[src/rtl/uart_tx_arbiter.sv]
// Round-robin, message-granular arbiter sharing one UART transmitter among N
// byte-stream requesters, with owner-stall and UART-busy timeouts.
module uart_tx_arbiter #(
    parameter int N             = 4,
    parameter int OWNER_TIMEOUT = 1024,
    parameter int BUSY_TIMEOUT  = 4096
) (
    input  logic           Clk,
    input  logic           Reset,
    input  logic [N-1:0]   Req_Valid,
    input  logic [8*N-1:0] Req_Data,
    input  logic [N-1:0]   Req_Last,
    output logic [N-1:0]   Req_Ready,
    output logic [N-1:0]   Grant,
    output logic [7:0]     Tx_Data,
    output logic           Tx_Send,
    input  logic           Tx_Busy,
    output logic           Error,
    output logic [2:0]     Err_Owner
);

    localparam int OCW = $clog2(OWNER_TIMEOUT + 1);
    localparam int BCW = $clog2(BUSY_TIMEOUT + 1);
    localparam logic [N-1:0] ONE_HOT0 = {{(N-1){1'b0}}, 1'b1};

    typedef enum logic [1:0] {
        IDLE   = 2'd0,
        ACCEPT = 2'd1,
        SEND   = 2'd2,
        DRAIN  = 2'd3
    } state_t;

    // Returns {found, index}: first valid requester searching ptr+1, ptr+2 ... mod N.
    function automatic logic [3:0] rr_pick(input logic [N-1:0] valid, input logic [2:0] ptr);
        logic [3:0] res;
        int         idx;
        res = 4'd0;
        for (int i = 1; i <= N; i++) begin
            idx = (int'(ptr) + i) % N;
            if (!res[3] && ((valid & (ONE_HOT0 << idx)) != {N{1'b0}})) begin
                res = {1'b1, 3'(idx)};
            end else begin
                res = res;
            end
        end
        return res;
    endfunction

    state_t         state_r, state_s;
    logic [N-1:0]   grant_r, grant_s;
    logic [2:0]     ptr_r, ptr_s;
    logic [2:0]     owner_r, owner_s;
    logic [7:0]     tx_data_r, tx_data_s;
    logic           tx_send_r, tx_send_s;
    logic           last_r, last_s;
    logic           error_r, error_s;
    logic [2:0]     err_owner_r, err_owner_s;
    logic [OCW-1:0] ocnt_r, ocnt_s;
    logic [BCW-1:0] bcnt_r, bcnt_s;

    logic [3:0]     pick_s;
    logic           owner_valid_s;
    logic           owner_last_s;
    logic [7:0]     owner_data_s;

    assign pick_s        = rr_pick(Req_Valid, ptr_r);
    assign owner_valid_s = |(Req_Valid & grant_r);
    assign owner_last_s  = |(Req_Last & grant_r);

    // Byte of the current owner, selected by the one-hot grant.
    always_comb begin
        owner_data_s = 8'h00;
        for (int i = 0; i < N; i++) begin
            if (grant_r[i]) begin
                owner_data_s = owner_data_s | Req_Data[i*8 +: 8];
            end else begin
                owner_data_s = owner_data_s;
            end
        end
    end

    // Next-state and next-output logic of the arbitration FSM.
    always_comb begin
        state_s     = state_r;
        grant_s     = grant_r;
        ptr_s       = ptr_r;
        owner_s     = owner_r;
        tx_data_s   = tx_data_r;
        tx_send_s   = tx_send_r;
        last_s      = last_r;
        error_s     = 1'b0;
        err_owner_s = err_owner_r;
        ocnt_s      = ocnt_r;
        bcnt_s      = bcnt_r;
        case (state_r)
            IDLE: begin
                if (pick_s[3]) begin
                    grant_s = ONE_HOT0 << pick_s[2:0];
                    owner_s = pick_s[2:0];
                    ocnt_s  = {OCW{1'b0}};
                    state_s = ACCEPT;
                end else begin
                    state_s = IDLE;
                end
            end
            ACCEPT: begin
                if (owner_valid_s) begin
                    tx_data_s = owner_data_s;
                    last_s    = owner_last_s;
                    tx_send_s = 1'b1;
                    bcnt_s    = {BCW{1'b0}};
                    state_s   = SEND;
                end else if (ocnt_r == OCW'(OWNER_TIMEOUT - 1)) begin
                    grant_s     = {N{1'b0}};
                    ptr_s       = owner_r;
                    error_s     = 1'b1;
                    err_owner_s = owner_r;
                    state_s     = IDLE;
                end else begin
                    ocnt_s = ocnt_r + OCW'(1);
                end
            end
            SEND: begin
                if (Tx_Busy) begin
                    tx_send_s = 1'b0;
                    state_s   = DRAIN;
                end else if (bcnt_r == BCW'(BUSY_TIMEOUT - 1)) begin
                    tx_send_s   = 1'b0;
                    grant_s     = {N{1'b0}};
                    ptr_s       = owner_r;
                    error_s     = 1'b1;
                    err_owner_s = owner_r;
                    state_s     = IDLE;
                end else begin
                    bcnt_s = bcnt_r + BCW'(1);
                end
            end
            DRAIN: begin
                // Non-last bytes keep the grant: other requesters wait for the whole message.
                if (!Tx_Busy) begin
                    if (last_r) begin
                        grant_s = {N{1'b0}};
                        ptr_s   = owner_r;
                        state_s = IDLE;
                    end else begin
                        ocnt_s  = {OCW{1'b0}};
                        state_s = ACCEPT;
                    end
                end else begin
                    state_s = DRAIN;
                end
            end
            default: begin
                state_s   = IDLE;
                grant_s   = {N{1'b0}};
                tx_send_s = 1'b0;
            end
        endcase
    end

    // State and output registers with synchronous reset.
    always_ff @(posedge Clk) begin
        if (Reset) begin
            state_r     <= IDLE;
            grant_r     <= {N{1'b0}};
            ptr_r       <= 3'(N - 1);
            owner_r     <= 3'd0;
            tx_data_r   <= 8'h00;
            tx_send_r   <= 1'b0;
            last_r      <= 1'b0;
            error_r     <= 1'b0;
            err_owner_r <= 3'd0;
            ocnt_r      <= {OCW{1'b0}};
            bcnt_r      <= {BCW{1'b0}};
        end else begin
            state_r     <= state_s;
            grant_r     <= grant_s;
            ptr_r       <= ptr_s;
            owner_r     <= owner_s;
            tx_data_r   <= tx_data_s;
            tx_send_r   <= tx_send_s;
            last_r      <= last_s;
            error_r     <= error_s;
            err_owner_r <= err_owner_s;
            ocnt_r      <= ocnt_s;
            bcnt_r      <= bcnt_s;
        end
    end

    assign Req_Ready = (state_r == ACCEPT) ? grant_r : {N{1'b0}};
    assign Grant     = grant_r;
    assign Tx_Data   = tx_data_r;
    assign Tx_Send   = tx_send_r;
    assign Error     = error_r;
    assign Err_Owner = err_owner_r;

endmodule

[config.mk]
export PLATFORM = sky130hd
export DESIGN_NAME = uart_tx_arbiter
export DESIGN_NICKNAME = d
export VERILOG_FILES = /design/src/rtl/uart_tx_arbiter.sv
export SDC_FILE = /design/constraint.sdc
export NUM_CORES = 1
export LEC_CHECK = 0
export ABC_AREA = 1
export CAP_MARGIN = 20
export CORE_ASPECT_RATIO = 0.7
export CORE_MARGIN = 2
export CORE_UTILIZATION = 58
export DETAILED_ROUTE_END_ITERATION = 8
export DONT_BUFFER_PORTS = 1
export MAX_ROUTING_LAYER = met4
export PLACE_DENSITY = 0.81
export SLEW_MARGIN = 10
export SYNTH_ARGS = -nofsm -noshare
export SYNTH_HDL_FRONTEND = slang
export SYNTH_SLANG_ARGS = --single-unit
[constraint.sdc]
create_clock -name Clk -period 2.2 [get_ports Clk]
set_input_delay 0.33 -clock Clk [delete_from_list [all_inputs] [get_ports Clk]]
set_output_delay 0.33 -clock Clk [all_outputs]
set_load 0.05 [all_outputs]
After elaboration in Yosys (flattened, before gate mapping)

Index checks and enable logic that the tools add are counted.

Reductions and logical operators: 29
Shift-type cells: 5
Add/subtract/negate cells: 6
Bitwise logic cells: 13
Multiplexer cells: 52
Equality and inequality tests: 18

Operator list:

| operator                | number |
|---|---|
| $shl A1 B32 Y4 const A  | 4 |
| $mux W11                | 5 |
| $mux W4                 | 12 |
| $mux W13                | 3 |
| $pmux W11 S3            | 1 |
| $mux W8                 | 4 |
| $pmux W13 S2            | 1 |
| $and A4 B4 Y4           | 6 |
| $or A8 B8 Y8            | 3 |
| $ne A2 B2 Y1 const B    | 11 |
| $pmux W4 S4             | 1 |
| $reduce_bool A4 Y1      | 4 |
| $mux W2                 | 7 |
| $reduce_and A7 Y1       | 2 |
| $add A13 B1 Y13 const B | 1 |
| $eq A13 B12 Y1 const B  | 1 |
| $mux W3                 | 4 |
| $add A11 B1 Y11 const B | 1 |
| $eq A11 B10 Y1 const B  | 1 |
| $mux W1                 | 9 |
| $pmux W2 S4             | 1 |
| $reduce_or A2 Y1        | 4 |
| $reduce_or A4 Y1        | 2 |
| $ne A3 B3 Y1 const B    | 2 |
| other kinds (19)        | 33 |

Input bits: 43
Logic and storage cells: 134
Output and inout bits: 21
Register bits: 49

Depth between registers and ports, before layout

Gate-level depths: netlist (run 1).

Depth after elaboration: 19
Depth in mapped cells: 14
Mapped depth without buffers: 14

Worst setup path before layout (run 1)

OpenSTA, ideal clock, no wires.

Path type: flip-flop to flip-flop
From: register ptr_r[0]
To: register ocnt_r[1]
Library setup time: 0.119 ns
Path slack: 0.389 ns
Buffers on the path: 1
Cell stages (with the launch flop): 14
Period minus slack after synthesis: 1.811 ns
Data required time: 2.081 ns
Arrival: 1.692 ns
Cells stage by stage: dfxtp_1 > inv_1 > ha_1 > nand2_1 > nand2_1 > nor2_4 > nand4_4 > clkinv_2 > nand2_1 > nand2_4 > buf_12 > nand2_1 > o21ai_1 > nor2_1

Cells in the longest elaborated chain, start to end: 18
Elaborated cells on any way between the ends: 36
Classes of those cells: add/sub: 4; eq/ne: 1; shift: 4; mux: 4; bitwise: 8; reduce/logical: 15

RTL lines:

| item                                 | RTL line | text |
|---|---|---|
| start, declared                      | 51       | `logic [2:0] ptr_r, ptr_s;` |
| start signal, assigned               | 166      | `ptr_r <= 3'(N - 1);` |
| start signal, assigned               | 178      | `ptr_r <= ptr_s;` |
| $add A2 B1 Y2                        | 39       | `idx = (int'(ptr) + i) % N;` |
| $reduce_or A2 Y1 (no source line)    | -        |  |
| $and A1 B1 Y1 (no source line)       | -        |  |
| $shl A1 B32 Y4                       | 40       | `if (!res[3] && ((valid & (ONE_HOT0 << idx)) != {N{1'b0}})) begin` |
| $and A4 B4 Y4                        | 40       |  |
| $reduce_bool A4 Y1                   | 40       |  |
| $mux W4                              | 40       |  |
| $logic_not A1 Y1                     | 40       |  |
| (+2 left out)                        | -        |  |
| $logic_not A1 Y1                     | 40       |  |
| $logic_and A1 B1 Y1                  | 40       |  |
| $mux W4                              | 40       |  |
| $logic_not A1 Y1                     | 40       |  |
| $logic_and A1 B1 Y1                  | 40       |  |
| $mux W4 *                            | 40       |  |
| $ne A2 B2 Y1 (no source line) *      | -        |  |
| $reduce_and A6 Y1 (no source line) * | -        |  |
| end signal, assigned                 | 173      | `ocnt_r <= {OCW{1'b0}};` |
| end signal, assigned                 | 185      | `ocnt_r <= ocnt_s;` |
| end, declared                        | 58       | `logic [OCW-1:0] ocnt_r, ocnt_s;` |

Every way passes the cells marked *; elsewhere a longest branch is shown, timed or not.
A chain may end at the register's enable or synchronous reset.

Worst setup path after layout (run 1)

From: register ptr_r[1]
To: register grant_r[1], in the netlist Grant[1]

Cells in the longest elaborated chain, start to end: 19
Elaborated cells on any way between the ends: 39
Classes of those cells: add/sub: 4; eq/ne: 1; shift: 5; mux: 6; bitwise: 8; reduce/logical: 15

RTL lines:

| item                              | RTL line | text |
|---|---|---|
| $add A2 B1 Y2                     | 39       |  |
| $reduce_or A2 Y1 (no source line) | -        |  |
| $and A1 B1 Y1 (no source line)    | -        |  |
| $shl A1 B32 Y4                    | 40       |  |
| $and A4 B4 Y4                     | 40       |  |
| $reduce_bool A4 Y1                | 40       |  |
| $mux W4                           | 40       |  |
| $logic_not A1 Y1                  | 40       |  |
| (+3 left out)                     | -        |  |
| $logic_and A1 B1 Y1               | 40       |  |
| $mux W4                           | 40       |  |
| $logic_not A1 Y1                  | 40       |  |
| $logic_and A1 B1 Y1               | 40       |  |
| $mux W4 *                         | 40       |  |
| $shl A1 B3 Y4                     | 98       | `grant_s = ONE_HOT0 << pick_s[2:0];` |
| $mux W4                           | 97       | `if (pick_s[3]) begin` |
| $pmux W4 S4                       | 95       | `case (state_r)` |
| end signal, assigned              | 165      | `grant_r <= {N{1'b0}};` |
| end signal, assigned              | 177      | `grant_r <= grant_s;` |
| end, declared                     | 50       | `logic [N-1:0] grant_r, grant_s;` |

Every way passes the cells marked *; elsewhere a longest branch is shown, timed or not. The select of a mux whose other input is x is not followed.

==> flow_results.org, run 1 <==
** Worst setup path
- The most critical setup path has its startpoint at ptr_r[1].
- Highest fanout seen on the critical path :: 7
- For flop-to-flop paths, the worst setup slack is 0.21 ns.
- CP Data Required Time :: 2.44 ns
- For the worst setup path, the data arrival time is 2.23 ns.
- Kind of launch point of the worst setup path :: register
- Worst Setup Path Type :: register to register
- The worst register-to-register path begins at ptr_r[1].
- Endpoint class of the critical path :: register

** Routing
- After the first detailed-routing iteration, the DRC count stood at 210.
- Using the TritonRoute via totals, the vias-per-cell ratio works out to 5.52.
- The routed layout has 2911 vias.
- For this run, design rule violations remaining after detail routing come to 0.
- The count of nets left with antenna violations once routing finished came out at 0.
- Overall routed net length :: 7020 um
- In the final routed layout, each cell accounts on average for 13.3 um.
- The first detailed-routing pass ran for 5 iterations.

** Placement
- Placed wire-length estimate after detailed placement :: 5150 um
- In this run the cell area measured after placement is 3090 um2.
- OpenSTA, run right after detailed placement, puts the worst setup slack at 0.120 ns.
- IO buf count :: 0
- Last weighted congestion value of the routability-driven placer :: 0.920

** Logic synthesis
- Post-Synth Adder-Cell Area :: 0.0534
- Total nets after synthesis :: 508
- The synthesized-area fraction occupied by ao, oa, aoi and oai cells was 0.180.
- Of the total synthesized cell area, the portion taken by XOR and XNOR cells is 0.0230.
- Post-synth EDFFs :: 0
- Most common flop cell mapped by yosys :: sky130_fd_sc_hd__dfxtp_1
- Netlist area before placement :: 3040 um2
- Synth cell types :: 41
- The Yosys step of the flow raised 0 warnings.
- Multiplexer fraction of the synthesized cell area :: 0
- Counting every instance in the synthesized netlist gives 452.
- Proportion of synthesized flip-flops having asynchronous set or reset :: 0
- By area, the combinational part of the netlist is dominated by simple AND/OR/NAND/NOR gates.
- Fraction of the yosys area taken by sequential cells :: 0.309
- Of the total synthesized cell area, the portion taken by AND, OR, NAND and NOR gates is 0.334.
- In this run, synthesis produced a sequential element count of 47.
- Mean cell area of the mapped netlist :: 6.73 um2

** Clocking
- Post-CTS Hold Fix Bufs :: 0
- No sink is reached through more buffers than the 2 on the longest clock path.
- CTS saw 47 sinks.
- In this run the number of H-tree levels came out at 2.
- Clk_lat worst skew :: 0.31 ns
- TritonCTS built the clock tree.
- Cell at the root of the clock tree :: sky130_fd_sc_hd__clkbuf_8
- TritonCTS created 5 clock buffers.
- Clock-pin slew was measured on the worst setup and hold paths at 0.09 ns.

** Layout
- Share of layout cells above drive strength 1 :: 0.136
- Relative to the synthesized area, the layout overhead comes to 6.37%.
- Final instance area :: 3240 um2
- Area of combinational cells with multiple inputs :: 1820 um2
- The final layout contains 511 nets.
- Area used by sequential logic in the layout :: 943 um2
- After filler insertion, the fill cell instance count of the layout stands at 458.
- Count of inserted antenna diode cells :: 0

** Timing
- Max-slew violation count :: 0
- Worst Hold Margin :: 0.0724 ns
- Based on the critical path, the design can be clocked at up to 502 MHz.
- The number of endpoints with negative hold slack in the final report is 0.
- Relative slew slack :: 0.620
- Setup repair after global routing left no endpoint under its margin.
- At the pin with the least slew margin, the transition time is 0.569 ns.
- Setup violations remaining at the end of the flow were counted as 0.
- Dividing the final minimum period by the clock period gives 0.905.
- Final worst path period need :: 1.99 ns
- The worst path meets setup with 0.208 ns of slack.
- For the final database, setup skew stands at 0.0108 ns.
- Total Neg Setup Slack :: 0 ns

** Status
- The run finished with clean final reports.

** Power and ir drop
- P_leak :: 1.41 nW
- Power spread over the standard cell area amounts to 1190 nW/um2.
- Worst IR Drop VDD :: 0.706 mV

** Floorplanning
- Number of top-level pins :: 64
- The die covers 5850 um2.
- In this run the vertical extent of the chip is 64.6 um.
- The floorplan step defined a core boundary enclosing 5150 um2.
- For this configuration, the core starts out at a cell density of 0.591.
- Site Rows :: 22
- X dimension of the die :: 90.6 um

** Hold path
- Min-delay worst type :: input port to register
- In this run the most critical hold path is launched from Reset.

** Global route
- The number of global-route vias before repair came to 2597.
- The number of antenna violations at the first check in global routing came to 0.
- Overall fraction of global-route tracks in use :: 0.247
- After global routing the overflow that remains totals 0.
- Entering global routing, the biggest net connects 20 pins.
- The first global-routing pass estimated 11600 um of wire.

** Job
- Max Cap Viol :: 0
[synthesized netlist by cell type, types with 2 or more instances]
cell type                  count  area (um2)
sky130_fd_sc_hd__a221oi_1      9        78.8
sky130_fd_sc_hd__nor2_1       38         143
sky130_fd_sc_hd__nor3_1        5        25.0
sky130_fd_sc_hd__xor2_1        7        61.3
sky130_fd_sc_hd__nor2_4        5        56.3
sky130_fd_sc_hd__a21oi_2       8        70.1
sky130_fd_sc_hd__ha_1         13         163
sky130_fd_sc_hd__a31oi_1       2        12.5
sky130_fd_sc_hd__nand2_2       8        50.1
sky130_fd_sc_hd__inv_1        52         195
sky130_fd_sc_hd__nor2_2        6        37.5
sky130_fd_sc_hd__buf_2         2        10.0
sky130_fd_sc_hd__a21oi_1      31         155
sky130_fd_sc_hd__nand4_1       8        50.1
sky130_fd_sc_hd__clkbuf_1      8        30.0
sky130_fd_sc_hd__a211oi_2      2        25.0
sky130_fd_sc_hd__nand2_1     126         473
sky130_fd_sc_hd__o21ai_0      24         120
sky130_fd_sc_hd__nand3_1      23         115
sky130_fd_sc_hd__inv_2         4        15.0
sky130_fd_sc_hd__a22o_1        2        17.5
sky130_fd_sc_hd__dfxtp_1      47         941
sky130_fd_sc_hd__o21ai_1       3        15.0
sky130_fd_sc_hd__o211ai_1      2        15.0
[cell families after synthesis]
logic type	Yosys count
flip-flops	47
adder cells (fa/ha/maj)	13
AO/OA/AOI/OAI	87
other	1
buffers and inverters	71
AND/OR/NAND/NOR	225
XOR/XNOR	8
[cells in the final DEF, fill, tap and decap left out, drive strengths merged]
| cell type | n |
|---|---|
| a21boi | 1 |
| buf | 9 |
| nand3 | 24 |
| o21bai | 1 |
| nand4 | 10 |
| a21oi | 39 |
| xor2 | 7 |
| nor3 | 5 |
| a211oi | 2 |
| or2 | 1 |
| o211ai | 2 |
| xnor2 | 1 |
| dfxtp | 47 |
| a221oi | 9 |
| nand2 | 135 |
| inv | 57 |
| o21ai | 29 |
| ha | 13 |
| or3 | 1 |
| clkinv | 3 |
| conb | 1 |
| clkbuf | 5 |
| a22o | 2 |
| nor2 | 49 |
| a31oi | 2 |
[worst paths after layout]
kind	to	depth (start not counted)
setup / recovery	Grant[1]	11
hold reg to reg	bcnt_r[10]	2
hold / removal	ocnt_r[8]	1
setup reg to reg	Grant[1]	11
[critical path, cell delays in order, from the launching register on]
cell,delay (ns)
sky130_fd_sc_hd__dfxtp_2,0.37
sky130_fd_sc_hd__inv_1,0.11
sky130_fd_sc_hd__ha_1,0.25
sky130_fd_sc_hd__nand2_1,0.07
sky130_fd_sc_hd__nand2_1,0.10
sky130_fd_sc_hd__nor2_4,0.22
sky130_fd_sc_hd__nand3_1,0.17
sky130_fd_sc_hd__nand3_1,0.14
sky130_fd_sc_hd__nand3_1,0.16
sky130_fd_sc_hd__nor2_1,0.13
sky130_fd_sc_hd__nand3_1,0.07
sky130_fd_sc_hd__a21oi_1,0.13
[stage by stage]
stage / std cells / utilization / total power [mW]
5_1_grt: 527 / 0.629 / 4.13
3_5_place_dp: 516 / 0.601 / 3.14
3_3_place_gp: 516 / 0.601 / 3.09
2_1_floorplan: 452 / - / 2.86
4_1_cts: 523 / 0.617 / 3.66
6_report: 527 / 0.629 / 3.84
[report_power, final]
group | total (mW) | leakage (nW) | switching, mW | internal (mW)
combinational | 2.03 | 0.981 | 1.35 | 0.682
clock | 0.519 | 0.0440 | 0.301 | 0.218
sequential | 1.30 | 0.381 | 0.289 | 1.01
[cell type report]
class                      instances  share of cell area
clock buffer                       5              0.0213
clock inverter                     2             0.00425
inverter                          58              0.0684
multi-input combinational        334               0.562
sequential                        47               0.291
tap                               72              0.0278
timing repair buffer               9              0.0247
[routing by layer]
layer / vias up / track usage / routed length, um
met1: 1304 / 0.335 / 3350
met5: - / - / 0
met2: 128 / 0.372 / 3010
met4: 0 / 0.0712 / 70
met3: 9 / 0.0558 / 585
li1: 1470 / - / -
[state kept, by name (all words and copies together) (netlist names)]
register   count
Tx_Data        8
Error          1
last_r         1
ocnt_r        11
Err_Owner      2
ptr_r          2
state_r        2
bcnt_r        13
Tx_Send        1
Grant          4
owner_r        2
[what timing repair did]
| item | in CTS | in global routing |
|---|---|---|
| setup endpoints to repair | 0 | 18 |
| resized for setup | 0 | 6 |
| endpoints found under the hold margin | 0 | 0 |
| buffers inserted | 0 | 4 |
Note: power is estimated with default switching activity, not from simulation.
==> run 2, diff against run 1 <==
- clock period: 2.2 -> 2.4 ns (I/O delays scaled with it)
==> run 2 against run 1 <==
  * Maximum frequency decreased by 4.3%
  * Register-to-register slack improved by 0.11 ns
  * Critical path depth is 3 higher
  * Critical endpoint is now ocnt_r[2]
  * Largest power group unchanged
  * Highest routed layer unchanged
==> flow_results.org, run 2 (same netlist as run 1, synthesis figures left out) <==
** Clocking
- The root buffer selected by CTS was sky130_fd_sc_hd__clkbuf_8 (unchanged).
- Clk_lat worst skew :: 0.32 ns (was 0.31 ns)
- The number of sinks driven by the clock tree is 47 (unchanged).
- Clock tree from TritonCTS :: done (unchanged)
- Number of buffers on the longest clock path :: 2 (unchanged)
- The total of cells resized after clock tree synthesis was 0 (unchanged).
- The quantity of hold-fixing buffers added after cts is 0 (unchanged).
- The post-CTS setup-driven buffer insertion count came to 0 (unchanged).
- The H-tree depth came to 2 (unchanged).
- The clock slew seen by the registers of the worst setup and hold paths came to 0.09 ns (about the same).
- The TritonCTS buffer count came to 5 (unchanged).

** Power and ir drop
- Portion of total power attributed to sequential cells :: 0.353 (was 0.337)
- Total power density per cell area :: 1060 nW/um2 (was 1190 nW/um2)
- The standby leakage power came to 1.38 nW (was 1.41 nW).
- Share of total power consumed by net switching :: 0.513 (was 0.504)
- The worst ir drop on vdd came to 0.709 mV (was 0.706 mV).
- The net switching component of the power came to 1.72 mW (was 1.94 mW).
- Comb pwr share :: 0.507 (was 0.528)
- Internal power contribution :: 1.63 mW (was 1.91 mW)
- Clock network fraction of total power :: 0.140 (was 0.135)

** Timing
- The maximum clock frequency came to 481 MHz (was 502 MHz).
- Total Neg Setup Slack :: 0 ns (unchanged)
- The share of the cycle needed by the critical path after routing came to 0.867 (was 0.905).
- Final worst path period need :: 2.08 ns (was 1.99 ns)
- Hold Violations, Final :: 0 (unchanged)
- Max-slew violation count :: 0 (unchanged)
- The worst setup margin was 0.319 ns (was 0.208 ns).
- The final clock skew came to 0.0119 ns (was 0.0108 ns).
- Setup repair after global routing missed its margin: false (unchanged).
- Relative slew slack :: 0.632 (was 0.620)
- The final number of setup-violating endpoints was 0 (unchanged).
- Actual transition at the worst max-transition pin :: 0.552 ns (was 0.569 ns)

** Routing
- The first-pass iteration count of the detailed router came to 5 (unchanged).
- The total number of vias is 2853 (was 2911).
- The number of routed nets with antenna violations is 0 (unchanged).
- Overall routed net length :: 6690 um (was 7020 um)
- Via density per instance :: 5.46 (was 5.52)
- Initial drt markers :: 155 (was 210)
- The number of design rule violations left after detail routing is 0 (unchanged).
- The per-cell routed wire length is 12.8 um (was 13.3 um).

** Floorplanning
- Die height :: 64.6 um (unchanged)
- The number of top-level design ports is 64 (unchanged).
- The die area was 5850 um2 (unchanged).
- Placeable core area :: 5150 um2 (unchanged)
- The starting density of the core came to 0.591 (unchanged).
- Site Rows :: 22 (unchanged)
- X dimension of the die :: 90.6 um (unchanged)

** Global route
- The aggregate global-route resource usage is 0.250 (was 0.247).
- Number of global-route vias before repair :: 2583 (was 2597)
- The total congestion overflow came to 0 (unchanged).
- Antenna violations before repair :: 0 (unchanged)
- The wire length of the first global-routing pass is 11600 um (about the same).
- Pin count of the biggest net entering global routing :: 20 (unchanged)

** Worst setup path
- Kind of launch point of the worst setup path :: register (unchanged)
- The data arrival time of the worst path came to 2.29 ns (was 2.23 ns).
- The category of cells accounting for the largest share of critical-path delay was simple AND/OR/NAND/NOR gates (unchanged).
- Cell seen most often among critical-path stages :: sky130_fd_sc_hd__nand2_1 (was sky130_fd_sc_hd__nand3_1)
- Crit. path cell count :: 14 (was 11)
- The maximum cell stage delay along the critical path was 0.42 ns (was 0.37 ns).
- The worst endpoint required time came to 2.61 ns (was 2.44 ns).
- The maximum fanout count along the critical path was 14 (was 7).
- The buffers plus inverters on the worst setup path was 3 (was 1).
- Worst Setup Path Type :: register to register (unchanged)
- The depth of the worst register-to-register path came to 14 (was 11).
- The sort of element at the end of the critical path is a register (unchanged).
- The cell with the largest stage delay on the worst path is sky130_fd_sc_hd__dfxtp_1 (was sky130_fd_sc_hd__dfxtp_2).
- Critical path, cell by cell: inv_1 -> ha_1 -> nand2_1 -> nand2_1 -> nor2_4 -> nand4_4 -> clkinv_2 -> nand2_1 -> nand2_4 -> inv_4 -> nand2_1 -> nand2_1 -> nand2_1 -> nor2_1 (was inv_1 -> ha_1 -> nand2_1 -> nand2_1 -> nor2_4 -> nand3_1 -> nand3_1 -> nand3_1 -> nor2_1 -> nand3_1 -> a21oi_1).

** Layout
- Most flop-heavy register :: bcnt_r (unchanged)
- Count of inserted antenna diode cells :: 0 (unchanged)
- The fraction of final layout cells sized beyond drive strength 1 was 0.118 (was 0.136).
- The number of flip-flops under the largest register name was 13 (unchanged).
- Most common library cell in the layout ignoring fill and taps :: sky130_fd_sc_hd__nand2_1 (unchanged)
- Fin util :: 0.617 (was 0.629)
- Top library cells by usage in the layout, fill and taps aside: 126 x sky130_fd_sc_hd__nand2_1, 52 x sky130_fd_sc_hd__inv_1, 47 x sky130_fd_sc_hd__dfxtp_1 (was 126 x sky130_fd_sc_hd__nand2_1, 52 x sky130_fd_sc_hd__inv_1, 45 x sky130_fd_sc_hd__dfxtp_1).
- The post-layout net count is 507 (was 511).
- Area Overhead vs Synth :: 4.32% (was 6.37%)

** Hold path
- The type of the worst min-delay path is input port to register (unchanged).
- Hold Path Cell Cnt :: 1 (unchanged)

** Placement
- IO buf count :: 0 (unchanged)
- The setup slack after placement came to 0.347 ns (was 0.120 ns).
- The half-perimeter wire length after detailed placement came to 5070 um (was 5150 um).
- Last weighted congestion value of the routability-driven placer :: 0.926 (was 0.920)

** Status
- Status: complete, no violations (unchanged).

** Job
- Max Cap Viol :: 0 (unchanged)
## run 2: power groups by stage
stage / clock [mW] / combinational [mW] / sequential [mW]
3_3_place_gp: 0 / 1.64 / 1.20
2_1_floorplan: 0 / 1.37 / 1.25
4_1_cts: 0.486 / 1.68 / 1.18
3_5_place_dp: 0 / 1.67 / 1.20
6_report: 0.471 / 1.70 / 1.18
5_1_grt: 0.519 / 1.91 / 1.21
## run 2: final cells by class
class / count / area [um2]
multi-input combinational: 334 / 1800
fill: 477 / 1970
inverter: 58 / 221
clock buffer: 5 / 68.8
timing repair buffer: 5 / 37.5
sequential: 47 / 941
tap: 72 / 90.1
clock inverter: 2 / 13.8
## run 2: metal layers
metal	GRT usage	wire, um	vias to the layer above
li1	-	-	1456
met1	0.338	3410	1307
met2	0.371	2770	84
met3	0.0721	447	6
met4	0.0596	63	0
met5	-	0	-
## run 2: per-stage QoR
| step | total power, mW | cell area, um2 | instances | hold slack, ns |
|---|---|---|---|---|
| CTS | 3.35 | 3180 | 523 | 0.0878 |
| global route | 3.64 | 3180 | 523 | 0.0774 |
| finish | 3.36 | 3180 | 523 | 0.0984 |
| global placement | 2.83 | 3090 | 516 | 0.428 |
| detailed placement | 2.87 | 3090 | 516 | 0.428 |
| floorplan | 2.62 | 3040 | 452 | 0.425 |
## run 2: path summary, 6_finish.rpt
kind	end	startpoint	slack, ns
worst max register to register	ocnt_r[2]	ptr_r[0]	0.32
worst max-delay path	ocnt_r[2]	ptr_r[0]	0.32
worst min-delay path	ocnt_r[10]	Reset	0.1
worst min register to register	bcnt_r[10]	bcnt_r[10]	0.45
## run 2: worst register-to-register path, stage by stage (launching register included)
cell	delay, ns
sky130_fd_sc_hd__dfxtp_1	0.42
sky130_fd_sc_hd__inv_1	0.12
sky130_fd_sc_hd__ha_1	0.26
sky130_fd_sc_hd__nand2_1	0.08
sky130_fd_sc_hd__nand2_1	0.09
sky130_fd_sc_hd__nor2_4	0.21
sky130_fd_sc_hd__nand4_4	0.15
sky130_fd_sc_hd__clkinv_2	0.07
sky130_fd_sc_hd__nand2_1	0.07
sky130_fd_sc_hd__nand2_4	0.20
sky130_fd_sc_hd__inv_4	0.09
sky130_fd_sc_hd__nand2_1	0.07
sky130_fd_sc_hd__nand2_1	0.05
sky130_fd_sc_hd__nand2_1	0.06
sky130_fd_sc_hd__nor2_1	0.03
